**src/rtl/cdce_serial_pkg.sv**
```systemverilog
// Shared types and constants for the CDCE serial command engine.
// Contents: FSM state enum, default parameter values, chip-select
// index width helper.
package cdce_serial_pkg;

  typedef enum logic [1:0] {
    IDLE  = 2'd0,
    SHIFT = 2'd1,
    GAP   = 2'd2
  } state_e;

  localparam int unsigned DEF_DATA_W     = 32;
  localparam int unsigned DEF_CS_COUNT   = 1;
  localparam int unsigned DEF_CLK_DIV    = 2;
  localparam int unsigned DEF_GAP_CYCLES = 1;

  // Width of the chip-select index; a single select still needs one bit.
  function automatic int unsigned cs_sel_w(input int unsigned n);
    return (n <= 1) ? 1 : $clog2(n);
  endfunction

endpackage

```
**src/rtl/cdce_serial_xfer_if.sv**
```systemverilog
// Bus bundle between a command issuer (master) and the serial engine (slave).
// Request side: enable, start_transaction, cs_select, parallel_input.
// Serial side: miso in; cs_n, sclk, mosi out.
// Status side: busy, transaction_done, read_data.
interface cdce_serial_xfer_if
  import cdce_serial_pkg::*;
#(
  parameter int unsigned DATA_W   = DEF_DATA_W,
  parameter int unsigned CS_COUNT = DEF_CS_COUNT
) ();

  localparam int unsigned SEL_W = cs_sel_w(CS_COUNT);

  logic                enable;
  logic                start_transaction;
  logic [SEL_W-1:0]    cs_select;
  logic [DATA_W-1:0]   parallel_input;
  logic                miso;
  logic [CS_COUNT-1:0] cs_n;
  logic                sclk;
  logic                mosi;
  logic                busy;
  logic                transaction_done;
  logic [DATA_W-1:0]   read_data;

  modport master (
    output enable, start_transaction, cs_select, parallel_input, miso,
    input  cs_n, sclk, mosi, busy, transaction_done, read_data
  );

  modport slave (
    input  enable, start_transaction, cs_select, parallel_input, miso,
    output cs_n, sclk, mosi, busy, transaction_done, read_data
  );

endinterface

```
**src/rtl/cdce_sclk_gen.sv**
```systemverilog
// SCLK divider: CLK_DIV cycles low then CLK_DIV cycles high per bit.
// Ports: clk, reset (sync, active-high), en (restarts low when deasserted),
//        sclk (registered), rise_tick_c / fall_tick_c (strobes marking the
//        edge on which sclk rises / falls).
module cdce_sclk_gen
  import cdce_serial_pkg::*;
#(
  parameter int unsigned CLK_DIV = DEF_CLK_DIV
) (
  input  logic clk,
  input  logic reset,
  input  logic en,
  output logic sclk,
  output logic rise_tick_c,
  output logic fall_tick_c
);

  localparam int unsigned CNT_W = (CLK_DIV > 1) ? $clog2(CLK_DIV) : 1;
  localparam logic [CNT_W-1:0] CNT_MAX = CNT_W'(CLK_DIV - 1);

  logic [CNT_W-1:0] cnt;
  logic             half_end_c;

  // Last cycle of the current half-period.
  assign half_end_c  = en && (cnt == CNT_MAX);
  assign rise_tick_c = half_end_c && !sclk;
  assign fall_tick_c = half_end_c && sclk;

  always_ff @(posedge clk) begin
    if (reset || !en) begin
      cnt  <= '0;
      sclk <= 1'b0;
    end else if (cnt == CNT_MAX) begin
      cnt  <= '0;
      sclk <= ~sclk;
    end else begin
      cnt  <= cnt + CNT_W'(1);
    end
  end

endmodule

```
**src/rtl/cdce_serial_xfer.sv**
```systemverilog
// SPI mode-0 command engine: shifts a DATA_W word MSB-first on mosi while
// capturing miso, on one of CS_COUNT active-low chip selects.
// Ports: clk, reset (sync, active-high), bus (cdce_serial_xfer_if.slave).
module cdce_serial_xfer
  import cdce_serial_pkg::*;
#(
  parameter int unsigned DATA_W     = DEF_DATA_W,
  parameter int unsigned CS_COUNT   = DEF_CS_COUNT,
  parameter int unsigned CLK_DIV    = DEF_CLK_DIV,
  parameter int unsigned GAP_CYCLES = DEF_GAP_CYCLES
) (
  input logic               clk,
  input logic               reset,
  cdce_serial_xfer_if.slave bus
);

  localparam int unsigned SEL_W = cs_sel_w(CS_COUNT);
  localparam int unsigned BIT_W = $clog2(DATA_W);
  localparam int unsigned GAP_W = $clog2(GAP_CYCLES + 1);

  state_e              state, state_d;
  logic [BIT_W-1:0]    bit_cnt;
  logic [GAP_W-1:0]    gap_cnt;
  logic [DATA_W-1:0]   tx_sr, rx_sr, read_data_q;
  logic [SEL_W-1:0]    sel_q;
  logic [CS_COUNT-1:0] cs_n_q, cs_n_d;
  logic                busy_q, done_q;
  logic                accept_c, shift_end_c, gap_end_c;
  logic                sclk_q, rise_tick_c, fall_tick_c;

  cdce_sclk_gen #(.CLK_DIV(CLK_DIV)) u_sclk_gen (
    .clk         (clk),
    .reset       (reset),
    .en          (state == SHIFT),
    .sclk        (sclk_q),
    .rise_tick_c (rise_tick_c),
    .fall_tick_c (fall_tick_c)
  );

  // Next-state and registered-output decode.
  always_comb begin
    state_d     = state;
    accept_c    = 1'b0;
    shift_end_c = 1'b0;
    gap_end_c   = 1'b0;
    cs_n_d      = '1;
    case (state)
      IDLE: begin
        if (bus.start_transaction && bus.enable &&
            (32'(bus.cs_select) < CS_COUNT)) begin
          accept_c = 1'b1;
          state_d  = SHIFT;
        end
      end
      SHIFT: begin
        // Bit 0 ends on its falling sclk edge.
        if (fall_tick_c && (bit_cnt == '0)) begin
          shift_end_c = 1'b1;
          state_d     = GAP;
        end
      end
      GAP: begin
        if (gap_cnt == '0) begin
          gap_end_c = 1'b1;
          state_d   = IDLE;
        end
      end
      default: state_d = IDLE;
    endcase
    if (state_d == SHIFT) begin
      cs_n_d = ~(CS_COUNT'(1) << (accept_c ? bus.cs_select : sel_q));
    end
  end

  // State, counters and shift registers.
  always_ff @(posedge clk) begin
    if (reset) begin
      state       <= IDLE;
      bit_cnt     <= '0;
      gap_cnt     <= '0;
      tx_sr       <= '0;
      rx_sr       <= '0;
      read_data_q <= '0;
      sel_q       <= '0;
      cs_n_q      <= '1;
      busy_q      <= 1'b0;
      done_q      <= 1'b0;
    end else begin
      state  <= state_d;
      cs_n_q <= cs_n_d;
      busy_q <= (state_d != IDLE);
      done_q <= gap_end_c;

      // TX shifts in zeros, so mosi reads 0 once the word is out.
      if (accept_c) begin
        tx_sr   <= bus.parallel_input;
        sel_q   <= bus.cs_select;
        bit_cnt <= BIT_W'(DATA_W - 1);
      end else if (fall_tick_c) begin
        tx_sr   <= {tx_sr[DATA_W-2:0], 1'b0};
        bit_cnt <= bit_cnt - BIT_W'(1);
      end

      if (rise_tick_c) begin
        rx_sr <= {rx_sr[DATA_W-2:0], bus.miso};
      end

      if (shift_end_c) begin
        gap_cnt <= GAP_W'(GAP_CYCLES - 1);
      end else if (state == GAP) begin
        gap_cnt <= gap_cnt - GAP_W'(1);
      end

      if (gap_end_c) begin
        read_data_q <= rx_sr;
      end
    end
  end

  assign bus.cs_n             = cs_n_q;
  assign bus.sclk             = sclk_q;
  assign bus.mosi             = tx_sr[DATA_W-1];
  assign bus.busy             = busy_q;
  assign bus.transaction_done = done_q;
  assign bus.read_data        = read_data_q;

endmodule

```
**src/flat_wrapper.sv**
```systemverilog
// flat-port wrapper written by rule: the top's interface ports become plain ports
module cdce_serial_xfer_flat import cdce_serial_pkg::*;
#(
  parameter int unsigned DATA_W     = DEF_DATA_W,
  parameter int unsigned CS_COUNT   = DEF_CS_COUNT,
  parameter int unsigned CLK_DIV    = DEF_CLK_DIV,
  parameter int unsigned GAP_CYCLES = DEF_GAP_CYCLES
)
  (clk, reset, bus_enable, bus_start_transaction, bus_cs_select, bus_parallel_input, bus_miso, bus_cs_n, bus_sclk, bus_mosi, bus_busy, bus_transaction_done, bus_read_data);
  cdce_serial_xfer_if #(.DATA_W(DATA_W), .CS_COUNT(CS_COUNT)) bus_i ();
  input logic clk;
  input logic reset;
  input wire logic [$bits(bus_i.enable)-1:0] bus_enable;
  input wire logic [$bits(bus_i.start_transaction)-1:0] bus_start_transaction;
  input wire logic [$bits(bus_i.cs_select)-1:0] bus_cs_select;
  input wire logic [$bits(bus_i.parallel_input)-1:0] bus_parallel_input;
  input wire logic [$bits(bus_i.miso)-1:0] bus_miso;
  output wire logic [$bits(bus_i.cs_n)-1:0] bus_cs_n;
  output wire logic [$bits(bus_i.sclk)-1:0] bus_sclk;
  output wire logic [$bits(bus_i.mosi)-1:0] bus_mosi;
  output wire logic [$bits(bus_i.busy)-1:0] bus_busy;
  output wire logic [$bits(bus_i.transaction_done)-1:0] bus_transaction_done;
  output wire logic [$bits(bus_i.read_data)-1:0] bus_read_data;
  assign bus_i.enable = bus_enable;
  assign bus_i.start_transaction = bus_start_transaction;
  assign bus_i.cs_select = bus_cs_select;
  assign bus_i.parallel_input = bus_parallel_input;
  assign bus_i.miso = bus_miso;
  assign bus_cs_n = bus_i.cs_n;
  assign bus_sclk = bus_i.sclk;
  assign bus_mosi = bus_i.mosi;
  assign bus_busy = bus_i.busy;
  assign bus_transaction_done = bus_i.transaction_done;
  assign bus_read_data = bus_i.read_data;
  cdce_serial_xfer #(.DATA_W(DATA_W), .CS_COUNT(CS_COUNT), .CLK_DIV(CLK_DIV), .GAP_CYCLES(GAP_CYCLES)) u_core (.clk(clk), .reset(reset), .bus(bus_i));
endmodule
```
**config.mk**
```make
export PLATFORM = sky130hd
export DESIGN_NAME = cdce_serial_xfer_flat
export DESIGN_NICKNAME = d
export VERILOG_FILES = /design/src/rtl/cdce_serial_pkg.sv /design/src/rtl/cdce_serial_xfer_if.sv /design/src/rtl/cdce_sclk_gen.sv /design/src/rtl/cdce_serial_xfer.sv /design/src/flat_wrapper.sv
export SDC_FILE = /design/constraint.sdc
export NUM_CORES = 1
export LEC_CHECK = 0
export CORE_AREA = 2 2 77 153
export DETAILED_ROUTE_END_ITERATION = 10
export DIE_AREA = 0 0 79 155
export PLACE_DENSITY = 0.62
export SYNTH_ARGS = -nofsm -noshare
export SYNTH_HDL_FRONTEND = slang
export SYNTH_SLANG_ARGS = --single-unit
```
**constraint.sdc**
```tcl
create_clock -name clk -period 2.85 [get_ports clk]
set_input_delay 0.855 -clock clk [delete_from_list [all_inputs] [get_ports clk]]
set_output_delay 0.855 -clock clk [all_outputs]
set_load 0.05 [all_outputs]
```
==> results by group <==
Run status
  • Status: finished clean

Hold path
  • Hold path startpoint: u_core.bus.read_data[6]$_SDFFE_PP0P_
  • Tightest Hold Check Type: flop to flop

Worst setup path
  • Crit-path max FO: 6
  • Worst EP arrival: 1.66 ns
  • CP Capture Type: primary output
  • Setup Crit Path Kind: flop to primary output
  • Worst path slowest cell: clkdlybuf4s50_1
  • Worst setup SP type: flop
  • Top delay family on crit path: buffers and inverters
  • CP Data Required Time: 2.00 ns
  • Critical Path Start: u_core.u_sclk_gen.sclk$_SDFFE_PP0P_
  • Max incr delay on CP: 0.85 ns
  • Crit path cell chain: clkdlybuf4s50_1
  • R2R Path Start: u_core.state[0]$_SDFF_PP0_
  • Buf/Inv on CP: 1

Yosys
  • Average size of a mapped cell: 8.63 um2
  • Post-synth top area cell: dfxtp_1
  • Synth Cell Area: 4330 um2
  • Adder-Cell Fraction of Synth Area: 0.578%
  • Synth warn: 0
  • Post-synth EDFFs: 0
  • Synth Area in Compound Gates: 24.5%
  • Synth Instances: 502
  • Area contributors post-synth: dfxtp_1 51%, nand2_1 12%, a21oi_1 11%, a32oi_1 6.1%, o211ai_1 5.4%
  • Synth Flop Type: dfxtp_1
  • Async SR Flop Fraction: 0%
  • Largest family of logic cells by synthesized area: compound AO/OA/AOI/OAI gates
  • Post-synthesis simple-gate area fraction: 16.7%
  • Netlist cell types: 38
  • Most common cell in the netlist: nand2_1
  • Post-synth top cells: 135 x nand2_1, 110 x dfxtp_1, 97 x a21oi_1
  • Post-Synth XOR/XNOR Area: 0.606%
  • Yosys top cell area share: 50.8%
  • Register area share after synthesis: 50.8%
  • Yosys reg bits: 110
  • Syn Nets: 542
  • Mux cell area share after synthesis: 0.231%

STA
  • F_max: 0.397 GHz
  • Slew margin rel.: 20.0%
  • Unrepaired setup endpoints after global routing: no
  • Period minus WS final: 2.52 ns
  • Worst Clk Skew: 0.0116 ns
  • Fin. Hold Viols: 0
  • Final worst-path cycle share: 88.3%
  • Endpoints failing setup: 0
  • Setup TNS: 0 ns
  • Worst setup margin: 0.333 ns
  • Worst-Margin Slew: 1.20 ns
  • Final Max Slew Viols: 0

Cells and area
  • N_diodes: 0
  • Layout cells sized above 1: 6.33%
  • Area Overhead vs Synth: 23.9%
  • Finished Layout Cells: 695
  • Fin nets: 588

Routing
  • DR WL/cell: 14.1 um
  • Initial DRC count: 261
  • Via count: 3712
  • DR pass1 iterations: 4
  • DRT Wirelength: 9.79 mm
  • Via density: 5.34
  • # DRC: 0
  • Final antenna-violating net count: 0

GRT
  • Total GRT Usage: 16.6%
  • First-pass GRT wire length: 16.7 mm
  • Largest net degree at the start of global routing: 58
  • Initial antenna violation count: 0
  • Number of global-route vias before repair: 3469
  • GRT Residual Overflow: 0

Die
  • Initial Util: 38.9%
  • Die Span Y: 155 um
  • Die Wd: 79 um
  • Die area: 12200 um2
  • Total core area: 11100 um2
  • IO Count: 75
  • Std cell rows: 55

Placed design
  • DP Cell Count: 679
  • Final Wtd Congestion: 0.702
  • Port bufs: 74
  • Pre-CTS setup slack: 0.621 ns
  • Post-DP HPWL: 5.76 mm

Clock network
  • CTS tree: done
  • CTS Buf Count: 9
  • Clock sinks: 110
  • # resized after CTS: 0
  • # hold bufs at CTS: 0
  • Setup Fix Bufs, Post-CTS: 0
  • CTS H-tree depth: 3
  • Worst skew pair latency: 0.35 ns
  • Max clock buf depth: 2
  • Root buf cell: clkbuf_16
  • Clk slew on worst S/H paths: 0.07 ns

Job
  • Max-cap viol count: 0

Pwr
  • P per Cell Area: 560 nW/um2
  • Worst VDD drop: 0.316 mV
  • P_leak: 1.71 nW
==> final cells by class <==
type | instances | area [um2]
Tap cell | 142 | 178
Multi-Input combinational cell | 338 | 1850
Clock inverter | 6 | 67.6
Clock buffer | 10 | 229
Inverter | 3 | 11.3
Sequential cell | 110 | 2200
Fill cell | 1167 | 5780
Timing Repair Buffer | 86 | 828
==> kinds of logic after synthesis <==
logic type | Yosys count
fa+ha+maj | 2
flops | 110
xor+xnor | 3
mux | 1
compound gates | 169
buf+inv | 54
simple gates | 163
==> sequential cells by signal, indices dropped and copies added (netlist names), 2 cells and up <==
signal and flops:
u_core.rx_sr 32, u_core.tx_sr 32, u_core.bus.read_data 32, u_core.bit_cnt 5
u_core.state 2
==> through the flow <==
step,hold slack (ns),util [%],area (um2),power (W)
after floorplan,0.432,-,4330,0.00170
after global placement,0.443,45.5,5070,0.00178
after detailed placement,0.447,45.5,5070,0.00178
after CTS,0.458,48.2,5370,0.00305
after global routing,0.472,48.2,5370,0.00312
final,0.454,48.2,5370,0.00301
==> routing by layer <==
layer	part of all wire [%]	track usage [%]	up-vias
li1	-	-	1864
met1	49	23.1	1772
met2	46	25.9	65
met3	4.1	3.25	11
met4	1.2	5.17	0
met5	0	0	-
==> final timing paths <==
path                            depth (start not counted)  slack (ns)                               endpoint
worst max-delay path                                    1        0.33                               bus_sclk
worst min-delay path                                    2        0.45   u_core.bus.read_data[6]$_SDFFE_PP0P_
worst max register to register                          3        0.85  u_core.bus.read_data[25]$_SDFFE_PP0P_
worst min register to register                          2        0.45   u_core.bus.read_data[6]$_SDFFE_PP0P_
==> where the power goes <==
part	switching (W)	internal, W
logic	0.0000902	0.0000838
clock network	0.000572	0.000689
registers	0.0000172	0.00156
==> placed cells by master (no fill, tap or decap), drive strengths merged, types with 2 or more instances in the layout <==
cell,n
a31oi,5
o41ai,2
nand2,135
a21oi,98
xnor2,3
o211ai,31
or2,2
inv,5
ha,2
clkinv,2
clkdlybuf4s50,73
nor3,4
nand2b,2
nand3,2
and3b,2
dfxtp,110
clkbuf,10
buf,13
a32oi,30
nor2,4
No activity file was read; power rests on OpenSTA's default activity.
